File: src/rtl/serial_subtractor.sv
// Bit-serial subtractor: D = A - B - bin, one bit per clock, LSB first.
// Optional signed-overflow flag is enabled with `define SERIAL_SUB_OVF_EN.
module serial_subtractor #(
  parameter int WIDTH = 4
) (
  input  logic             clk,
  input  logic             rst_n,
  input  logic             start,
  input  logic [WIDTH-1:0] a,
  input  logic [WIDTH-1:0] b,
  input  logic             bin,
  output logic             busy,
  output logic             done,
  output logic [WIDTH-1:0] d,
  output logic             bout,
  output logic             ovf
);

  localparam int CW = (WIDTH > 2) ? $clog2(WIDTH) : 1;

  typedef enum logic [1:0] {
    S_IDLE,
    S_SHIFT,
    S_DONE
  } state_t;

  state_t           r_state;
  state_t           w_next;
  logic             w_accept;
  logic             w_last;
  logic [WIDTH-1:0] r_a;
  logic [WIDTH-1:0] r_b;
  logic [WIDTH-1:0] r_res;
  logic [WIDTH-1:0] r_d;
  logic [CW-1:0]    r_cnt;
  logic             r_borrow;
  logic             r_bout;
  logic             w_ai;
  logic             w_bi;
  logic             w_diff;
  logic             w_borrow_nxt;
  logic [WIDTH-1:0] w_res_nxt;

  // Full-subtractor cell on the current bit position.
  always_comb begin
    w_ai         = r_a[r_cnt];
    w_bi         = r_b[r_cnt];
    w_diff       = w_ai ^ w_bi ^ r_borrow;
    w_borrow_nxt = (~w_ai & w_bi) | (~(w_ai ^ w_bi) & r_borrow);
    w_res_nxt    = {w_diff, r_res[WIDTH-1:1]};
    w_last       = (r_cnt == CW'(WIDTH - 1));
  end

  // State register.
  always_ff @(posedge clk or negedge rst_n) begin
    if (!rst_n) r_state <= S_IDLE;
    else        r_state <= w_next;
  end

  // Next-state logic; new operands are taken in IDLE or DONE.
  always_comb begin
    w_next   = r_state;
    w_accept = 1'b0;
    unique case (r_state)
      S_IDLE: begin
        if (start) begin
          w_accept = 1'b1;
          w_next   = S_SHIFT;
        end
      end
      S_SHIFT: begin
        if (w_last) w_next = S_DONE;
      end
      S_DONE: begin
        if (start) begin
          w_accept = 1'b1;
          w_next   = S_SHIFT;
        end else begin
          w_next = S_IDLE;
        end
      end
      default: w_next = S_IDLE;
    endcase
  end

  // Operand latch, serial datapath and result hold registers.
  always_ff @(posedge clk or negedge rst_n) begin
    if (!rst_n) begin
      r_a      <= '0;
      r_b      <= '0;
      r_res    <= '0;
      r_d      <= '0;
      r_cnt    <= '0;
      r_borrow <= 1'b0;
      r_bout   <= 1'b0;
    end else if (w_accept) begin
      r_a      <= a;
      r_b      <= b;
      r_res    <= '0;
      r_borrow <= bin;
      r_cnt    <= '0;
    end else if (r_state == S_SHIFT) begin
      r_res    <= w_res_nxt;
      r_borrow <= w_borrow_nxt;
      r_cnt    <= r_cnt + 1'b1;
      if (w_last) begin
        r_d    <= w_res_nxt;
        r_bout <= w_borrow_nxt;
      end
    end
  end

`ifdef SERIAL_SUB_OVF_EN
  logic r_ovf;

  // Two's-complement overflow, captured with the final bit.
  always_ff @(posedge clk or negedge rst_n) begin
    if (!rst_n) begin
      r_ovf <= 1'b0;
    end else if (!w_accept && r_state == S_SHIFT && w_last) begin
      r_ovf <= (r_a[WIDTH-1] != r_b[WIDTH-1]) &&
               (w_diff != r_a[WIDTH-1]);
    end
  end

  assign ovf = r_ovf;
`else
  assign ovf = 1'b0;
`endif

  assign busy = (r_state == S_SHIFT);
  assign done = (r_state == S_DONE);
  assign d    = r_d;
  assign bout = r_bout;

endmodule

File: config.mk
export PLATFORM = sky130hd
export DESIGN_NAME = serial_subtractor
export DESIGN_NICKNAME = d
export VERILOG_FILES = /design/src/rtl/serial_subtractor.sv
export SDC_FILE = /design/constraint.sdc
export NUM_CORES = 1
export LEC_CHECK = 0
export BUFFER_PORTS_ARGS = -buffer_cell sky130_fd_sc_hd__buf_2
export CORE_UTILIZATION = 30
export DETAILED_ROUTE_END_ITERATION = 8
export HOLD_SLACK_MARGIN = 0.15
export PLACE_DENSITY = 0.49
export RECOVER_POWER = 25
export SLEW_MARGIN = 20
export SYNTH_ARGS = -nofsm -noshare
export SYNTH_HDL_FRONTEND = slang
export SYNTH_SLANG_ARGS = --single-unit
File: constraint.sdc
create_clock -name clk -period 2.25 [get_ports clk]
set_clock_uncertainty 0.1 [all_clocks]
set_input_delay 0.3375 -clock clk [delete_from_list [all_inputs] [get_ports clk]]
set_output_delay 0.3375 -clock clk [all_outputs]
set_load 0.03 [all_outputs]
# After elaboration in Yosys (flattened, before gate mapping)
# Index checks and enable logic that the tools add are counted.
# W data, S select, Z words.
# totals
register_bits,22
in_bits,12
output_inout_bits,8
elab_cells,44
# op_classes
n_bitwise,8
add_sub_neg,1
eq_ne,5
n_lt_le_gt_ge,1
reduce_logical,5
muxes,16
# ops
op,n
$mux W2,4
$mux W4,2
$mux W1,7
$pmux W2 S3,1
$bmux W1 S2,2
$eq A2 B2 Y1 const B,2
$lt A2 B3 Y1 const B,1
$not A1 Y1,3
$reduce_and A3 Y1,1
$add A2 B1 Y2 const B,1
$and A1 B1 Y1,2
$eq A2 B1 Y1 const B,1
$logic_not A2 Y1,1
$ne A2 B1 Y1 const B,1
$ne A2 B2 Y1 const B,1
$reduce_and A2 Y1,1
$reduce_bool A2 Y1,1
$reduce_or A2 Y1,1
$xor A1 B1 Y1,2
$or A1 B1 Y1,1

# Depth between registers and ports, before layout
# Gate-level depths: netlist of the first run.
# depth
depth_word,8
ltp_mapped,5
mapped_depth_nobuf,5

# Worst setup path before layout of the first run
# No wires, ideal clock.
# synth_timing
path_type,register to register
startpoint,register r_cnt[0]
endpoint,register r_res[3]
setup_slack_ns,0.192
arrival_ns,1.837
t_required_ns,2.029
path_stages_with_launch,5
path_buffers,0
synth_period_minus_slack_ns,2.058
setup_ns,0.121
path_cell_list,dfrtp_1 > mux4_2 > fa_1 > mux2_2 > a22o_1
# synth_via
elab_chain_cells,6
word_cells_on_any_way,8
cone_classes,mux: 6; bitwise: 2
# synth_lines
element,line,text
"start, declared",35,logic [CW-1:0] r_cnt;
"start signal, assigned",105,r_cnt <= r_cnt + 1'b1;
$bmux W1 S2 (on tied branches),"46, 47",
$mux W1 (on tied branches),"46, 47",
$xor A1 B1 Y1 (*) (2 in a row),48,w_diff = w_ai ^ w_bi ^ r_borrow;
net w_diff,40,logic w_diff;
$mux W4 (*),102,end else if (r_state == S_SHIFT) begin
$mux W4 (*),96,end else if (w_accept) begin
"end signal, assigned",103,r_res <= w_res_nxt;
"end, declared",33,logic [WIDTH-1:0] r_res;
# The timed path passes the listed nets; every way through them passes the cells marked *. The select of a mux whose other input is x is not followed.
# A chain may end at the register's enable or synchronous reset.

# Worst setup path after layout of the first run
# Same ends and word-level chain as after synthesis.

==> results of run 1 <==
[routing by layer]
layer	GRT usage [%]	vias to the layer above	routed length, µm
met3	4.11	2	81
met4	1.99	0	9
met1	14.5	322	879
li1	-	340	-
met5	0	-	0
met2	21.4	16	817
[critical path, cell delays in order (launching register included)]
cell and delay (ns):
dfrtp_1 0.46, mux4_2 0.55, fa_1 0.48, mux2_2 0.27, a22o_1 0.17
[area by class of cell]
cell class / instances / area (µm²) / area share [%]
sequential: 21 / 526 / 42.9
timing repair buffer: 27 / 179 / 14.6
tap: 44 / 55.1 / 4.49
inverter: 4 / 15.0 / 1.23
multi-input combinational: 58 / 424 / 34.6
clock buffer: 4 / 26.3 / 2.15
[sequential cells by signal, indices dropped and copies added, names as in the netlist]
name and count:
r_res 3, r_a 4, r_state 2, r_cnt 2
r_borrow 1, r_b 4, bout 1, d 4
[how the worst max path moves through the flow]
stage | depth (start not counted) | endpoint | slack, ns | from
after global routing | 5 | r_res[3] | 0.01 | r_cnt[0]
after CTS | 4 | r_res[3] | 0.11 | r_cnt[0]
after detailed placement | 4 | r_res[3] | 0.14 | r_cnt[0]
after global placement | 4 | r_res[3] | 0.16 | r_cnt[0]
after floorplan | 4 | r_res[3] | 0.19 | r_cnt[0]
final | 4 | r_res[3] | 0.12 | r_cnt[0]
[power by group]
| group | switching, µW | leakage (µW) | internal [µW] |
|---|---|---|---|
| clock | 110 | 0.0000150 | 69.1 |
| sequential | 159 | 0.000261 | 558 |
| combinational | 384 | 0.000353 | 412 |
[metrics by stage]
stage	std cells	instance area (µm²)	total power [µW]	utilization, %
after floorplan	88	1000	1360	-
after global placement	145	1110	1510	35.8
after detailed placement	145	1110	1530	35.8
after CTS	158	1230	1730	39.5
after global routing	158	1220	1860	39.5
final	158	1220	1690	39.5
[placed cells by master, fill, tap and decap left out]
cell type,count
clkbuf_4,3
dfrtp_1,21
a21oi_1,1
buf_2,17
nand3b_4,1
clkbuf_1,2
o21ai_0,3
ha_1,1
nand2_1,26
o21ai_1,1
nor2_1,1
inv_1,4
nor2b_1,3
dlygate4sd3_1,9
a211oi_1,1
mux4_2,2
a22o_1,3
fa_1,1
mux2_4,5
nand3_1,1
conb_1,1
mux2_2,4
nand2b_1,3
[logic make-up after synthesis]
logic type,share of synthesized area [%]
other cells,0.375
mux,16.5
compound gates,5.87
flops,52.5
simple gates,16.4
fa+ha+maj,3.25
buf+inv,5.12
[what timing repair did]
action	4_1_cts	5_1_grt
endpoints found under the hold margin	29	0
hold buffers	9	0
buffers inserted	0	0
==> impl_results.md, run 1 <==
- P&R area growth vs syn: 22.4%
- Number of synthesized flops with an enable pin: 0
- Vert. Die Dim: ~60 µm
- GR Overflow Total: 0
- Fin crit share: a little over nine tenths
- Place WS: between 0.1 and 0.15 ns
- Critical path capture point type: flip-flop
- Via/cell ratio: approximately 4.3
- Antenna cells: 0
- # DRC: 0
- Hold WC Path Type: in -> reg
- Crit path kind: reg -> reg
- Status: finished, final reports clean
- Clk pin slew, worst setup/hold paths: 0.11 ns
- Clock sinks: 21
- GRT Util Overall: ~12%
- Root Driver: clkbuf_4
- Crit path DAT: approximately 2.2 ns
- Initial core utilization: ~32%
- Setup Viol. Count Final: 0
- R2R depth: 4
- Setup slack after layout: about 0.12 ns
- Avg Cell Area, Syn: 11.4 µm²
- Initial drt markers: 8
- Post-synthesis sequential area ratio: around 53%
- Syn_nets: approximately 100
- Final nets: about 130
- Startpoint class of the critical path: flip-flop
- Worst Min Path Start: start
- Die width: approximately 60 µm
- Max-cap viol count: 0
- Max-Slew Margin vs Limit: a little under a quarter
- Worst-path maximum fanout: 5
- Die ar.: 3570 µm²
- Slew of the pin with the lowest slew margin: roughly 1.2 ns
- PD cells: ~1400 nW/µm²
- Clk Latency, worst-skew pair: 0.30 ns
- Top-area cell type share of the netlist area: approximately 53%
- Row count: 20
- Most frequent cells after synthesis: nand2_1 (26), dfrtp_1 (21), mux2_4 (5)
- Max IR drop VDD: approximately 0.49 mV
- Synthesis Warnings: 0
- Cts repair resizes: 0
- Count leader, synth: nand2_1
- ANT nets after route: 0
- Worst reg2reg setup slack: 0.12 ns
- Worst R2R End: r_res[3]
- FF+latch count, synth: 21
- Wire per inst: approximately 11 µm
- Netlist cell types: 22
- Hold Path Depth: 2
- DR vias: 680
- Via count of the first global-routing pass: ~680
- Antenna violations before repair: 0
- CTS tree: built
- Final Hold Viols: 0
- CP required: about 2.4 ns
- Post-synth top area cell: dfrtp_1
- Largest net degree at the start of global routing: 22
- Port buffer count: 18
- TNS Setup: 0 ns
- Clk buf depth: 2
- FF-to-FF Start: r_cnt[0]
- Cells after Synth: between 80 and 90
- Fill cell count: approximately 350
- Unrepaired setup endpoints after global routing: false
- FMAX: between 0.4 and 0.5 GHz
- Pleak: 0.000629 µW
- Core Box Area: a little over 3000 µm²
- First-pass GRT wire length: between 3000 and 4000 µm
- Slew Limit Fails: 0
- Final GP Congestion: about 0.65
- Initial DRT Pass Iterations: 2
- # IOs: 20
- H-tree levels: 1
- Post-synthesis cell area: around 1000 µm²
- Ys async rst share: 100%
- Synth top area cells: dfrtp_1 (53%), nand2_1 (9.7%), mux2_4 (7.5%)
- Share of layout cells above drive strength 1: 28.1%
- Synth Flop Type: dfrtp_1
- Min cycle time layout: around 2.1 ns
- Worst hold slack: ~0.18 ns
- Worst Hold Path EP: r_res[2]
- Aggregate routed wire length: 1790 µm
- CTS Buf Count: 3
Power figures use the tool's default switching activity.
==> run 2, diff against run 1 <==
--- a/config.mk
+++ b/config.mk
@@ -7,2 +7,3 @@
 export LEC_CHECK = 0
+export ABC_AREA = 1
 export BUFFER_PORTS_ARGS = -buffer_cell sky130_fd_sc_hd__buf_2
--- a/constraint.sdc
+++ b/constraint.sdc
@@ -4,2 +4,2 @@
 set_output_delay 0.3375 -clock clk [all_outputs]
-set_load 0.03 [all_outputs]
+set_load 0.01 [all_outputs]
==> run 2 against run 1 <==
Net effect: die area fell by 4.5%; non-clock buffer count fell by 8; largest cell class unchanged; critical endpoint is now r_borrow; highest routed layer unchanged; critical path depth rose by 5; global-route usage rose by 0.65 points; combinational power fell by 17%.
==> impl_results.md, run 2 <==
- Status: finished, final reports clean
- Clk buf depth: 2
- Post-synthesis cell area: ~950 µm²
- Setup Viol. Count Final: 0
- GRT Util Overall: about an eighth
- Max stage delay on crit path: 0.47 ns
- Hold WC Path Type: in -> reg
- Most frequent cells after synthesis: nand2_1 (46), dfrtp_1 (21), nand3_1 (14)
- ANT nets after route: 0
- Post-Route Utilization: 36.8%
- CP required: 2.40 ns
- Antenna cells: 0
- Final GP Congestion: 0.784
- Initial DRT Pass Iterations: 4
- Netlist cell types: 16
- Wire per inst: between 9 and 10 µm
- Crit path DAT: between 1.5 and 2 ns
- WP buf/inv: 2
- Synth Flop Type: dfrtp_1
- CTS Buf Count: 3
- Row count: 20
- CTS tree: built
- Cells after Synth: approximately 110
- Die ar.: around 3400 µm²
- Post-synthesis sequential area ratio: 55.0%
- Clk pin slew, worst setup/hold paths: around 0.11 ns
- Antenna violations before repair: 0
- Clk Latency, worst-skew pair: 0.30 ns
- Initial core utilization: a little under a third
- Cts repair resizes: 0
- Core Box Area: approximately 3000 µm²
- Syn_nets: ~130
- Number of synthesized flops with an enable pin: 0
- FMAX: roughly 0.58 GHz
- Startpoint class of the critical path: flip-flop
- Crit-path slowest cell: dfrtp_1
- DR vias: about 760
- Aggregate routed wire length: 1780 µm
- Avg Cell Area, Syn: approximately 8.4 µm²
- Unrepaired setup endpoints after global routing: false
- Die width: between 50 and 60 µm
- FF+latch count, synth: 21
- TNS Setup: 0 ns
- Fin crit share: around 77%
- Via/cell ratio: 4.24
- # DRC: 0
- Setup slack after layout: ~0.52 ns
- Max-cap viol count: 0
- Most frequent cells in the layout: nand2_1 (46), dfrtp_1 (21), buf_2 (17), nand3_1 (14), inv_1 (10)
- First-pass GRT wire length: around 3300 µm
- Pleak: around 0.00061 µW
- Via count of the first global-routing pass: between 700 and 800
- Largest net degree at the start of global routing: 22
- Post-synth top area cell: dfrtp_1
- Ys async rst share: 100%
- Final nets: 149
- Port buffer count: 18
- Share of layout cells above drive strength 1: 18.7%
- P&R area growth vs syn: 16.8%
- Crit path kind: reg -> reg
- Slew of the pin with the lowest slew margin: about 1.1 ns
- GR Overflow Total: 0
- Top delay family on crit path: simple AND/OR/NAND/NOR gates
- Commonest non-fill, non-tap cell in the layout: nand2_1
- Max IR drop VDD: approximately 0.44 mV
- Count leader, synth: nand2_1
- Synthesis Warnings: 0
- Synth top area cells: dfrtp_1 (55%), nand2_1 (18%), nand3_1 (7.3%)
- Clock sinks: 21
- Worst-path maximum fanout: 8
- Root Driver: clkbuf_4
- # IOs: 20
- Final Hold Viols: 0
- Dpl hpwl: approximately 1400 µm
- Critical path capture point type: flip-flop
- PD cells: 1350 nW/µm²
- Place WS: 0.528 ns
- Max-Slew Margin vs Limit: around a quarter
- Min cycle time layout: approximately 1.7 ns
- H-tree levels: 1
- Initial drt markers: 13
- Slew Limit Fails: 0
- Top-area cell type share of the netlist area: 55.0%
- CP dominant cell by count: nand2_1
- Crit-path cells: or2_2, nand3_1, nand2_1, fa_1, inv_1, nand3_1, nand2_1, inv_1, nand2_1
- Vert. Die Dim: about 58 µm
run 2: cell count changes after synthesis, moves of 4 or more:
cell	change
nand2_1	+20
nand3_1	+13
inv_1	+6
mux2_4	-5
mux2_2	-4
nor2_1	+4
run 2: worst register-to-register path, cell delays in order, from the launching register on:
cell and delay (ns):
dfrtp_1 0.47, or2_2 0.32, nand3_1 0.06, nand2_1 0.07
fa_1 0.38, inv_1 0.08, nand3_1 0.07, nand2_1 0.06
inv_1 0.03, nand2_1 0.04
run 2: path summary, 6_finish.rpt:
| path | from | to | slack [ns] | cells past startpoint |
|---|---|---|---|---|
| min reg2reg | r_b[0] | r_b[0] | 0.38 | 2 |
| min | b[2] | r_b[2] | 0.17 | 3 |
| max | r_cnt[0] | r_borrow | 0.52 | 9 |
| max reg2reg | r_cnt[0] | r_borrow | 0.52 | 9 |
| min in group asynchronous | rst_n | r_state[1] | 0.65 | 2 |
| max in group asynchronous | rst_n | r_cnt[0] | 0.74 | 2 |
run 2: routing by layer:
| layer | wire [µm] | vias up | global-route usage [%] |
|---|---|---|---|
| met5 | 0 | - | 0 |
| met3 | 83 | 2 | 3.96 |
| met2 | 886 | 19 | 23.3 |
| li1 | - | 394 | - |
| met4 | 12 | 0 | 2.04 |
| met1 | 796 | 340 | 15.1 |
run 2: what timing repair did:
item                      CTS  global route
hold buffers                1             0
hold endpoints to repair   21             0
setup buffers               0             0
run 2: per-stage QoR:
stage          std cells  hold slack [ns]  power [µW]  instance area, µm²
2_1_floorplan        114          -0.0581        1160                 955
3_3_place_gp         173            0.221        1330                1080
3_5_place_dp         173            0.221        1340                1080
4_1_cts              178            0.154        1530                1120
5_1_grt              178            0.165        1680                1110
6_report             178            0.165        1500                1110
run 2: area by class of cell:
| class | instances | area [µm²] |
|---|---|---|
| repair buffers | 19 | 98.8 |
| well taps | 44 | 55.1 |
| fillers | 321 | 1910 |
| multi-input cells | 79 | 368 |
| flip-flops and latches | 21 | 526 |
| inverters | 11 | 41.3 |
| clock buffers | 4 | 26.3 |
run 2: logic make-up (layout without fill, tap and decap cells):
family | Yosys count | after routing | synth area share (%)
AOI/OAI and AO/OA | 7 | 7 | 3.67
buffers and inverters | 14 | 34 | 6.42
other | 1 | 1 | 0.393
and+or+nand+nor | 69 | 69 | 31.1
DFF | 21 | 21 | 55.0
adders and majority gates | 2 | 2 | 3.41
run 2: report_power, final:
part           total, µW  switching, µW  leakage, µW  internal, µW
clock                177            108    0.0000150          69.1
sequential           660            108     0.000260           552
combinational        663            414     0.000331           249
total               1500            630     0.000606           870
==> run 3, diff against run 2 <==
Clock period 2.25 ns to 1.68 ns, I/O delays scaled along.
==> run 3 against run 2 <==
Net effect: critical endpoint is now r_res[3]; clock power grew 38%; die area is the same; sequential share of layout area shrank 5.3 points; highest routed layer unchanged; first-iteration DRC count grew 130%; non-clock buffer count grew 11; flip-flop and latch count is the same; critical path depth shrank 1; power grew 45%; largest power group unchanged; cell count grew 6.2%; combinational power grew 60%; clock-buffer cell count shrank 1; design area grew 13%.
==> impl_results.md, run 3 (synthesis results as in run 2) <==
- Commonest non-fill, non-tap cell in the layout: nand2_1
- Worst hold slack: approximately 0.16 ns
- Final GP Congestion: about 0.68
- Final Hold Viols: 0
- Share of layout cells above drive strength 1: roughly a quarter
- CTS Buf Count: 3
- Die ar.: about 3400 µm²
- GR Overflow Total: 0
- Die width: 58.4 µm
- Setup Viol. Count Final: 0
- FMAX: ~0.62 GHz
- Fin crit share: a little over nine tenths
- Crit-path cells: buf_6, nor2_2, nor2_1, nand2_1, nand2_1, fa_2, nand2_1, o21ai_1
- Post-Route Utilization: between 40% and 50%
- Crit path DAT: 1.74 ns
- Initial drt markers: 30
- Wire per inst: between 9 and 10 µm
- CTS tree: built
- Final nets: 160
- Port buffer count: 18
- Worst-path maximum fanout: 7
- # IOs: 20
- First-pass GRT wire length: approximately 3200 µm
- # DRC: 0
- Dpl hpwl: ~1300 µm
- Max-cap viol count: 0
- Worst R2R End: r_res[3]
- Vert. Die Dim: ~58 µm
- Critical path capture point type: flip-flop
- Antenna cells: 0
- Core Box Area: between 3000 and 4000 µm²
- Max IR drop VDD: between 0.5 and 0.6 mV
- CP required: 1.82 ns
- Hold Path Depth: 3
- Antenna violations before repair: 0
- Status: finished, final reports clean
- Row count: 20
- Footprint of the multi-input gates: 395 µm²
- Clock sinks: 21
- Slew Limit Fails: 0
- Hold WC Path Type: in -> reg
- Via count of the first global-routing pass: between 700 and 800
- Initial DRT Pass Iterations: 4
- Max stage delay on crit path: ~0.53 ns
- PD cells: between 1500 and 2000 nW/µm²
- Largest net degree at the start of global routing: 22
- Aggregate routed wire length: 1870 µm
- Crit-path slowest cell: fa_2
- Clk Latency, worst-skew pair: ~0.30 ns
- Worst Hold Path EP: r_b[0]
- Max-Slew Margin vs Limit: 24.5%
- Pleak: around 0.00066 µW
- DR vias: 807
- Clk buf depth: 2
- Worst reg2reg setup slack: 0.08 ns
- Most frequent cells in the layout: nand2_1 (44), dfrtp_1 (21), buf_2 (17), nand3_1 (11), dlygate4sd3_1 (10)
- Via/cell ratio: about 4.3
- GRT Util Overall: between 10% and 20%
- Startpoint class of the critical path: flip-flop
- Clk pin slew, worst setup/hold paths: 0.12 ns
- Slew of the pin with the lowest slew margin: 1.13 ns
- ANT nets after route: 0
- Min cycle time layout: around 1.6 ns
- R2R depth: 8
- Root Driver: clkbuf_4
- Fill cell count: 325
- Crit path kind: reg -> reg
- Worst Min Path Start: start
- P&R area growth vs syn: 31.5%
- FF-to-FF Start: r_cnt[0]
- H-tree levels: 1
- CP dominant cell by count: nand2_1
- Storage cell area: ~530 µm²
- Initial core utilization: 31.5%
==> run 3: cell types whose count changed in the layout (fill, tap and decap cells not counted), sizes merged <==
cell	delta
dlygate4sd3	+9
clkinv	+1
clkbuf	-1
buf	+2
==> run 3: area by class of cell <==
type                            count  share of cell area [%]
Tap cell                           44                    4.39
Clock inverter                      1                   0.399
Inverter                           11                    3.49
Clock buffer                        3                    1.79
Timing Repair Buffer               30                    16.6
Sequential cell                    21                    41.9
Multi-Input combinational cell     79                    31.5
==> run 3: through the flow <==
| stage | TNS [ns] | std cells | cell area, µm² | setup slack (ns) | total power (µW) |
|---|---|---|---|---|---|
| 2_1_floorplan | 0 | 114 | 955 | 0.0220 | 1550 |
| 3_3_place_gp | 0 | 174 | 1090 | 0.0383 | 1800 |
| 3_5_place_dp | 0 | 174 | 1090 | 0.0254 | 1820 |
| 4_1_cts | 0 | 188 | 1210 | 0.00301 | 2100 |
| 5_1_grt | -0.0106 | 189 | 1250 | -0.0106 | 2420 |
| 6_report | 0 | 189 | 1250 | 0.0766 | 2180 |
==> run 3: where the power goes <==
group	internal, µW	switching [µW]
sequential	739	134
clock	88.9	155
combinational	432	631
total	1260	921
==> run 3: timing repair <==
action | 4_1_cts | 5_1_grt
hold buffers | 10 | 0
resized for setup | 2 | 11
setup endpoints to repair | 1 | 3
pin swaps | 0 | 4
hold endpoints to repair | 30 | 0
buffers inserted | 0 | 1
==> run 3: how the worst max path moves through the flow <==
stage                     startpoint  endpoint
after floorplan             r_cnt[0]  r_res[3]
after global placement      r_cnt[0]  r_borrow
after detailed placement    r_cnt[0]  r_borrow
after CTS                   r_cnt[0]  r_borrow
after global routing        r_cnt[0]  r_res[3]
final                       r_cnt[0]  r_res[3]
==> run 3: worst max-delay path: cells and delay by family, from the launching register on <==
kind / cells / cell delay, ns
fa+ha+maj: 1 / 0.53
flops: 1 / 0.41
simple gates: 5 / 0.29
buf+inv: 1 / 0.14
compound gates: 1 / 0.06
==> run 3: routing by layer <==
| layer | global-route usage (%) | share of wire [%] | vias to the layer above |
|---|---|---|---|
| met2 | 22.2 | 49 | 21 |
| met1 | 14.8 | 45 | 367 |
| met4 | 5.10 | 1.7 | 0 |
| li1 | - | - | 414 |
| met3 | 2.64 | 4.1 | 5 |
| met5 | 0 | 0 | - |
